File: config.mk
export PLATFORM = sky130hd
export DESIGN_NAME = fl_distributor_sel
export DESIGN_NICKNAME = d
export VERILOG_FILES = /design/src/rtl/fl_distributor_sel.sv
export SDC_FILE = /design/constraint.sdc
export NUM_CORES = 1
export LEC_CHECK = 0
export CAP_MARGIN = 10
export CELL_PAD_IN_SITES_DETAIL_PLACEMENT = 1
export CELL_PAD_IN_SITES_GLOBAL_PLACEMENT = 1
export CORE_AREA = 2 2 205 207
export DETAILED_ROUTE_END_ITERATION = 8
export DIE_AREA = 0 0 207 209
export PLACE_DENSITY_LB_ADDON = 0.08
export SLEW_MARGIN = 30
export SYNTH_ARGS = -nofsm -noshare
export SYNTH_HDL_FRONTEND = slang
export SYNTH_SLANG_ARGS = --single-unit
File: constraint.sdc
create_clock -name CLK -period 4.08 [get_ports CLK]
set_input_delay 1.224 -clock CLK [delete_from_list [all_inputs] [get_ports CLK]]
set_output_delay 1.224 -clock CLK [all_outputs]
set_load 0.1 [all_outputs]
File: src/rtl/fl_distributor_sel.sv
// FrameLink 1->N frame distributor with run-time choice of round-robin or header-index output selection.
// Optional per-output forwarded-frame counters are built when FL_DIST_FRAME_CNT_EN is defined.
module fl_distributor_sel #(
  parameter int DATA_WIDTH   = 64,
  parameter int DREM_WIDTH   = 3,
  parameter int OUTPUT_COUNT = 4,
  parameter int SEL_WIDTH    = 2,
  parameter int CNT_WIDTH    = 32
) (
  input  logic                             CLK,
  input  logic                             RESET,
  input  logic                             MODE,
  input  logic [DATA_WIDTH-1:0]            RX_DATA,
  input  logic [DREM_WIDTH-1:0]            RX_REM,
  input  logic                             RX_SOF_N,
  input  logic                             RX_SOP_N,
  input  logic                             RX_EOP_N,
  input  logic                             RX_EOF_N,
  input  logic                             RX_SRC_RDY_N,
  output logic                             RX_DST_RDY_N,
  output logic [OUTPUT_COUNT*DATA_WIDTH-1:0] TX_DATA,
  output logic [OUTPUT_COUNT*DREM_WIDTH-1:0] TX_REM,
  output logic [OUTPUT_COUNT-1:0]          TX_SOF_N,
  output logic [OUTPUT_COUNT-1:0]          TX_SOP_N,
  output logic [OUTPUT_COUNT-1:0]          TX_EOP_N,
  output logic [OUTPUT_COUNT-1:0]          TX_EOF_N,
  output logic [OUTPUT_COUNT-1:0]          TX_SRC_RDY_N,
  input  logic [OUTPUT_COUNT-1:0]          TX_DST_RDY_N,
  output logic [CNT_WIDTH-1:0]             DROP_CNT,
  output logic [OUTPUT_COUNT*CNT_WIDTH-1:0] FRAME_CNT
);

  localparam int                   SEL_SPAN  = 2**SEL_WIDTH;
  localparam logic [SEL_WIDTH:0]   SEL_LIMIT = (SEL_WIDTH+1)'(OUTPUT_COUNT);
  localparam logic [SEL_WIDTH-1:0] SEL_LAST  = SEL_WIDTH'(OUTPUT_COUNT-1);

  typedef enum logic [1:0] {S_IDLE, S_FWD, S_DROP} state_t;

  state_t                state_reg, state_next;
  logic [SEL_WIDTH-1:0]  sel_reg, rr_ptr_reg, sel_cur;
  logic                  mode_reg, frame_mode;
  logic                  sel_ok, route_en, xfer;
  logic                  fwd_start, fwd_eof, drop_eof;
  logic [SEL_SPAN-1:0]   dst_rdy_pad_n;
  logic [CNT_WIDTH-1:0]  drop_cnt_reg;

  assign TX_DATA  = {OUTPUT_COUNT{RX_DATA}};
  assign TX_REM   = {OUTPUT_COUNT{RX_REM}};
  assign TX_SOF_N = {OUTPUT_COUNT{RX_SOF_N}};
  assign TX_SOP_N = {OUTPUT_COUNT{RX_SOP_N}};
  assign TX_EOP_N = {OUTPUT_COUNT{RX_EOP_N}};
  assign TX_EOF_N = {OUTPUT_COUNT{RX_EOF_N}};
  assign DROP_CNT = drop_cnt_reg;

  // In IDLE the target is decoded live from the presented word; afterwards it is frozen.
  always_comb begin
    sel_cur    = sel_reg;
    frame_mode = mode_reg;
    if (state_reg == S_IDLE) begin
      sel_cur    = MODE ? RX_DATA[SEL_WIDTH-1:0] : rr_ptr_reg;
      frame_mode = MODE;
    end
  end

  assign sel_ok   = {1'b0, sel_cur} < SEL_LIMIT;
  assign route_en = RESET && ((state_reg == S_FWD) ||
                              (state_reg == S_IDLE && !RX_SOF_N && sel_ok));

  // Unused index slots read as "not ready" so an out-of-range select never reaches a real port.
  genvar gi;
  generate
    for (gi = 0; gi < SEL_SPAN; gi++) begin : g_dst_pad
      if (gi < OUTPUT_COUNT) begin : g_real
        assign dst_rdy_pad_n[gi] = TX_DST_RDY_N[gi];
      end else begin : g_none
        assign dst_rdy_pad_n[gi] = 1'b1;
      end
    end
    for (gi = 0; gi < OUTPUT_COUNT; gi++) begin : g_tx_rdy
      assign TX_SRC_RDY_N[gi] = !(route_en && sel_cur == SEL_WIDTH'(gi)) || RX_SRC_RDY_N;
    end
  endgenerate

  assign RX_DST_RDY_N = !RESET ? 1'b1 : (route_en ? dst_rdy_pad_n[sel_cur] : 1'b0);
  assign xfer         = !RX_SRC_RDY_N && !RX_DST_RDY_N;

  always_comb begin
    state_next = state_reg;
    fwd_start  = 1'b0;
    fwd_eof    = 1'b0;
    drop_eof   = 1'b0;
    if (xfer) begin
      case (state_reg)
        S_IDLE: begin
          if (!RX_SOF_N) begin
            if (sel_ok) begin
              if (!RX_EOF_N) fwd_eof = 1'b1;
              else begin
                fwd_start  = 1'b1;
                state_next = S_FWD;
              end
            end else if (!RX_EOF_N) drop_eof = 1'b1;
            else state_next = S_DROP;
          end
        end
        S_FWD: if (!RX_EOF_N) begin
          fwd_eof    = 1'b1;
          state_next = S_IDLE;
        end
        S_DROP: if (!RX_EOF_N) begin
          drop_eof   = 1'b1;
          state_next = S_IDLE;
        end
        default: state_next = S_IDLE;
      endcase
    end
  end

  always_ff @(posedge CLK or negedge RESET) begin
    if (!RESET) begin
      state_reg    <= S_IDLE;
      sel_reg      <= '0;
      mode_reg     <= 1'b0;
      rr_ptr_reg   <= '0;
      drop_cnt_reg <= '0;
    end else begin
      state_reg <= state_next;
      if (fwd_start) begin
        sel_reg  <= sel_cur;
        mode_reg <= MODE;
      end
      if (fwd_eof && !frame_mode)
        rr_ptr_reg <= (rr_ptr_reg == SEL_LAST) ? '0 : rr_ptr_reg + 1'b1;
      if (drop_eof)
        drop_cnt_reg <= drop_cnt_reg + 1'b1;
    end
  end

`ifdef FL_DIST_FRAME_CNT_EN
  generate
    for (gi = 0; gi < OUTPUT_COUNT; gi++) begin : g_frame_cnt
      logic [CNT_WIDTH-1:0] frame_cnt_reg;
      always_ff @(posedge CLK or negedge RESET) begin
        if (!RESET) frame_cnt_reg <= '0;
        else if (fwd_eof && sel_cur == SEL_WIDTH'(gi)) frame_cnt_reg <= frame_cnt_reg + 1'b1;
      end
      assign FRAME_CNT[gi*CNT_WIDTH +: CNT_WIDTH] = frame_cnt_reg;
    end
  endgenerate
`else
  assign FRAME_CNT = '0;
`endif

endmodule

==> flow_summary.toml, run 1 <==
[run_status]
outcome = "finished, final reports clean"

[logic_synthesis]
ys_seq_elements = 6
synth-seq-area-share = 0.03951
yosys_warnings = 0
synthFlopType = "dfrtp_1"
synth.most_common_cell = "buf_4"
syn-cell-area_um2 = 3800
synthArstFlopShare = 1.000
synth.area.top_cells = "buf_4 (88%), dfrtp_1 (4.0%), mux2i_1 (1.3%), mux2_1 (0.89%), mux2i_4 (0.59%)"
avgSynthCellArea_um2 = 7.723
yosysTopAreaCellShare = 0.8772
yosys-top-cells-count = "buf_4 (444), dfrtp_1 (6), mux2i_1 (5), nor2_1 (5), nand2_1 (4)"
yosysTopAreaCell = "buf_4"
synthCells = 492
synth_edf_count = 0
ys_types = 27

[route]
totalWireLength_um = 6608
wl_per_cell_um = 8.322
drt-initial-drc-count = 29
vias_per_cell = 1.501
ant_nets = 0
vias = 1192
drc = 0
dr.pass1.iters = 4

[die]
dieWidth_um = 207
die-area_um2 = 43260
initial_utilization = 0.09203
top_level_ports = 528
fp.coreArea_um2 = 41290
row_count = 75
die_h_um = 209

[sta]
drv_slew = 0
max_freq_ghz = 0.2553
fin_worst_skew_ns = 0.002008
setup_violations = 0
hold_violations = 0
period_needed_ns = 3.917
fin_hold_ws_ns = 0.4873
worstMarginPinSlew_ns = 0.5403
slew_headroom = 0.6387
rsz0062_at_grt = "false"
period_share = 0.9600

[placement]
io_buffer_count = 32
placedCellCount = 789
place.detailed.hpwl_um = 5783
place_congestion = 0.5736

[cells_and_area]
fin_nets = 337
fill_cells = 4994
instances_no_fill = 794
area_delta_synth_final_pct = -33.95
diodes = 0
drive_above_1_share = 0.1961

[global_route]
antenna_found_initial = 0
overflow = 0
grt_usage = 0.02719
grt_max_degree = 9
first_global_vias = 1106
grt_pass1_wl_um = 8569

[cts]
path_clk_slew_ns = 0.04
cts_made_buffers = 3
clk_latency_ns = 0.23
cts_tree = "built"
ctsRootBufferMaster = "clkbuf_16"
clk_path_buf_depth = 2
clock_sinks = 6
h-tree-depth = 1

[critical_path]
crit_type = "primary input to primary output"
cp.required_ns = 2.86
slowest_delay_ns = 0.50
critPathMaxFanout = 3
critPathSlowestCell = "mux4_2"
end_kind = "primary output"
critPathLaunchType = "primary input"
worstPathArrival_ns = 2.69
worstPathCellList = "clkdlybuf4s50_1 -> mux4_2 -> nand2_1 -> nand3_2 -> buf_12"

[run]
cap_viol_max_count = 0

[power]
irDropWorstVdd_uv = 135.2
leakagePower_nw = 1.081
pwr_density_cell_nw_per_um2 = 532.2

[min_path]
hold_class = "flop to flop"
## cell families after synthesis
kind of cell / count (synthesis) / share of synthesized area
flip-flops: 6 / 0.03951
multiplexers: 12 / 0.04050
buffers and inverters: 448 / 0.8811
adder cells (fa/ha/maj): 1 / 0.003292
other: 1 / 0.0009869
AND/OR/NAND/NOR: 18 / 0.02305
AO/OA/AOI/OAI: 6 / 0.01152
## power by group
part / leakage [nW] / internal (mW) / switching (mW) / total (mW)
registers: 0.0733 / 0.0865 / 0.0342 / 0.121
clock network: 0.0370 / 0.126 / 0.0380 / 0.164
logic: 0.971 / 0.181 / 0.870 / 1.05
total: 1.08 / 0.394 / 0.942 / 1.34
## worst max-delay path: cells and delay by family
| family | cells | cell delay, ns |
|---|---|---|
| mux | 1 | 0.50 |
| simple gates | 2 | 0.28 |
| buf+inv | 2 | 0.67 |
## final timing paths
path | start | endpoint | slack (ns) | cells after the start
setup / recovery | TX_DST_RDY_N[3] | RX_DST_RDY_N | 0.16 | 5
hold / removal | mode_reg | mode_reg | 0.49 | 1
setup reg to reg | rr_ptr_reg[1] | rr_ptr_reg[1] | 2.14 | 7
hold reg to reg | mode_reg | mode_reg | 0.49 | 1
max in group asynchronous | RESET | rr_ptr_reg[1] | 2.58 | 2
min in group asynchronous | RESET | state_reg[0] | 1.36 | 2
## what timing repair did
| item | in CTS | in global routing |
|---|---|---|
| gates cloned | 0 | 0 |
| pin swaps | 0 | 0 |
| gates resized for setup | 12 | 1 |
| buffers inserted | 2 | 0 |
| endpoints found under the setup margin | 5 | 1 |
| endpoints found under the hold margin | 0 | 0 |
| hold buffers | 0 | 0 |
## stage by stage
step | TNS, ns | setup WS (ns) | power (mW) | util | area (µm²)
after global placement | -0.6823 | -0.2261 | 1.138 | 0.05733 | 2367
after detailed placement | -0.6146 | -0.2352 | 1.134 | 0.05733 | 2367
after CTS | 0 | 0.004379 | 1.345 | 0.06073 | 2507
after floorplan | 0 | 0.1248 | 2.334 | - | 4397
after global routing | 0 | 0.05104 | 1.380 | 0.06079 | 2510
final | 0 | 0.1632 | 1.336 | 0.06079 | 2510
## cell type report
class / count / area [µm²] / area share
Clock buffer: 3 / 75.07 / 0.02991
Inverter: 3 / 11.26 / 0.004487
Multi-Input combinational cell: 197 / 950.9 / 0.3789
Sequential cell: 6 / 150.1 / 0.05982
Tap cell: 539 / 674.4 / 0.2687
Timing Repair Buffer: 46 / 648.1 / 0.2582
## routing by layer
metal | part of all wire | GRT usage | vias up | wire length [µm]
met1 | 0.22 | 0.01854 | 457 | 1446
met4 | 0.11 | 0.03498 | 0 | 698
met5 | 0 | 0 | - | 0
met3 | 0.22 | 0.02344 | 77 | 1439
met2 | 0.46 | 0.04011 | 232 | 3024
li1 | - | - | 426 | -
## layout by cell type, fill, tap and decap left out, drive strengths merged
cell           netlist  routed
nand3b               1       1
nand2b               1       1
inv                  3       3
mux4                 1       1
a21oi                1       1
mux2                 4       4
o21ai                2       2
or3                  2       2
mux2i                7       7
nand3                2       2
clkdlybuf4s50        0       8
dlymetal6s2s         0       1
dlygate4sd2          0       2
o2111ai              1       1
buf                444      35
dfrtp                6       6
o31ai                1       1
nor2b                1       1
nor2                 6       6
nor3                 1       1
nand2                4       4
clkbuf               1       3
ha                   1       1
a2bb2oi              1       1
conb                 1     160
Note: power is estimated with default switching activity, not from simulation.
==> run 2: changes to the inputs <==
--- a/config.mk
+++ b/config.mk
@@ -7,11 +7,13 @@
 export LEC_CHECK = 0
 export CAP_MARGIN = 10
 export CELL_PAD_IN_SITES_DETAIL_PLACEMENT = 1
-export CELL_PAD_IN_SITES_GLOBAL_PLACEMENT = 1
-export CORE_AREA = 2 2 205 207
+export CELL_PAD_IN_SITES_GLOBAL_PLACEMENT = 2
+export CORE_AREA = 2 2 207 209
 export DETAILED_ROUTE_END_ITERATION = 8
-export DIE_AREA = 0 0 207 209
+export DIE_AREA = 0 0 209 211
+export MAX_ROUTING_LAYER = met4
 export PLACE_DENSITY_LB_ADDON = 0.08
+export REMOVE_ABC_BUFFERS = 1
 export SLEW_MARGIN = 30
 export SYNTH_ARGS = -nofsm -noshare
 export SYNTH_HDL_FRONTEND = slang
==> run 2 against run 1 <==
Net effect: wire length grew to 4.6 times the previous value; sequential power about the same; sequential share of layout area grew 0.13 points; clock power shrank 3%; worst hold slack lost 0.0048 ns; count of clock-buffer cells in the layout unchanged; fmax decreased by 1.1%; via count grew 27%; power decreased by 1.3%; first-iteration DRC count rose by 140%; die area is 1.9% higher; critical endpoint unchanged.
==> flow_summary.toml, run 2 (synthesis results as in run 1) <==
[cts]
cts_made_buffers = 3
cts_tree = "built"
clock_sinks = 6
postCtsSetupRepairBufs = 0
clk_latency_ns = 0.23
h-tree-depth = 1
path_clk_slew_ns = 0.03
clk_path_buf_depth = 2
ctsHoldBuffers = 0
ctsRootBufferMaster = "clkbuf_16"

[critical_path]
end_kind = "primary output"
worstPathArrival_ns = 2.74
critPathLaunchType = "primary input"
cp.required_ns = 2.86
critPathMaxFanout = 3
crit_type = "primary input to primary output"

[power]
irDropWorstVdd_uv = 116.0
clockPowerShare = 0.121
combPwrFrac = 0.787
pwr_density_cell_nw_per_um2 = 536.4
netSwitchingPower_mw = 0.9379
leakagePower_nw = 1.052
p_sw_frac = 0.7116
fin_total_pwr_mw = 1.318
seqPwrFrac = 0.092
power.internal_mw = 0.3802

[route]
drc = 0
vias_per_cell = 1.916
vias = 1519
dr.pass1.iters = 4
wl_per_cell_um = 38.21
ant_nets = 0
totalWireLength_um = 30300
drt-initial-drc-count = 69

[sta]
period_share = 0.9709
post-route-worst-setup-slack_ns = 0.1187
slew_headroom = 0.6491
setup_violations = 0
hold_violations = 0
period_needed_ns = 3.961
drv_slew = 0
fin_worst_skew_ns = 0.003244
worstMarginPinSlew_ns = 0.5247
max_freq_ghz = 0.2524
rsz0062_at_grt = "false"

[run_status]
outcome = "finished, final reports clean"

[global_route]
overflow = 0
grt_max_degree = 9
first_global_vias = 1354
grt_usage = 0.1344
antenna_found_initial = 1
grt_pass1_wl_um = 33840

[die]
die-area_um2 = 44100
dieWidth_um = 209
initial_utilization = 0.09100
die_h_um = 211
row_count = 75
fp.coreArea_um2 = 41760
top_level_ports = 528

[cells_and_area]
area_delta_synth_final_pct = -35.33
instances_no_fill = 793
final_common_cell = "conb_1"
final_cell_mix = "conb_1 (160), buf_12 (21), buf_4 (12)"
fin_nets = 335
drive_above_1_share = 0.1779

[run]
cap_viol_max_count = 0

[placement]
io_buffer_count = 32
placedCellCount = 789
place.detailed.hpwl_um = 28170
place_congestion = 0.6675
post-place-ws_ns = -0.1905

[min_path]
hold_class = "flop to flop"
run 2: path summary, 6_finish.rpt:
path,from,end,slack (ns),cells after the start
max,MODE,RX_DST_RDY_N,0.12,7
min,mode_reg,mode_reg,0.48,1
max reg2reg,rr_ptr_reg[1],rr_ptr_reg[0],2.12,6
min reg2reg,mode_reg,mode_reg,0.48,1
max in group asynchronous,RESET,rr_ptr_reg[0],2.55,2
min in group asynchronous,RESET,state_reg[0],1.38,2
run 2: timing repair:
action | in CTS | in global routing
endpoints found under the setup margin | 5 | 2
gates cloned | 0 | 0
gates resized for setup | 8 | 1
run 2: layer usage:
layer,global-route usage,vias up,wire length (µm)
met4,0.02463,0,660
met1,0.07648,654,6214
met2,0.2464,419,16260
met3,0.1511,22,7168
li1,-,424,-
met5,-,-,0
run 2: cell type report:
type | instances | area [µm²]
well taps | 539 | 674.4
multi-input cells | 197 | 927.1
diodes | 1 | 2.502
repair buffers | 44 | 616.8
inverters | 3 | 11.26
fillers | 4999 | 39300
flip-flops and latches | 6 | 150.1
clock buffers | 3 | 75.07
run 2: power groups by stage:
stage / clock [mW] / sequential [mW] / combinational [mW]
floorplan: 0 / 0.108 / 0.790
global placement: 0 / 0.121 / 1.02
detailed placement: 0 / 0.120 / 1.02
CTS: 0.166 / 0.122 / 1.04
global route: 0.171 / 0.128 / 1.07
finish: 0.159 / 0.122 / 1.04
run 2: critical path, stage by stage:
cell	delay [ns]
dlygate4sd2_1	0.31
mux2i_4	0.38
mux2i_2	0.30
mux2i_4	0.11
nand2_1	0.09
nand3_1	0.12
buf_12	0.19
run 2: through the flow:
step                hold slack [ns]  instance area, µm²  setup TNS [ns]     util
floorplan                    0.4585                1060               0        -
global placement             0.4857                2355         -0.4401  0.05639
detailed placement           0.4798                2355         -0.5793  0.05639
CTS                          0.4874                2455               0  0.05879
global route                 0.5128                2457               0  0.05885
finish                       0.4825                2457               0  0.05885
==> run 3: changes to the inputs <==
--- a/config.mk
+++ b/config.mk
@@ -14,7 +14,6 @@
 export MAX_ROUTING_LAYER = met4
 export PLACE_DENSITY_LB_ADDON = 0.08
 export REMOVE_ABC_BUFFERS = 1
-export SLEW_MARGIN = 30
 export SYNTH_ARGS = -nofsm -noshare
 export SYNTH_HDL_FRONTEND = slang
 export SYNTH_SLANG_ARGS = --single-unit
==> results of run 3 <==
The final DEF is identical to that of run 2; final timing and power are the same.
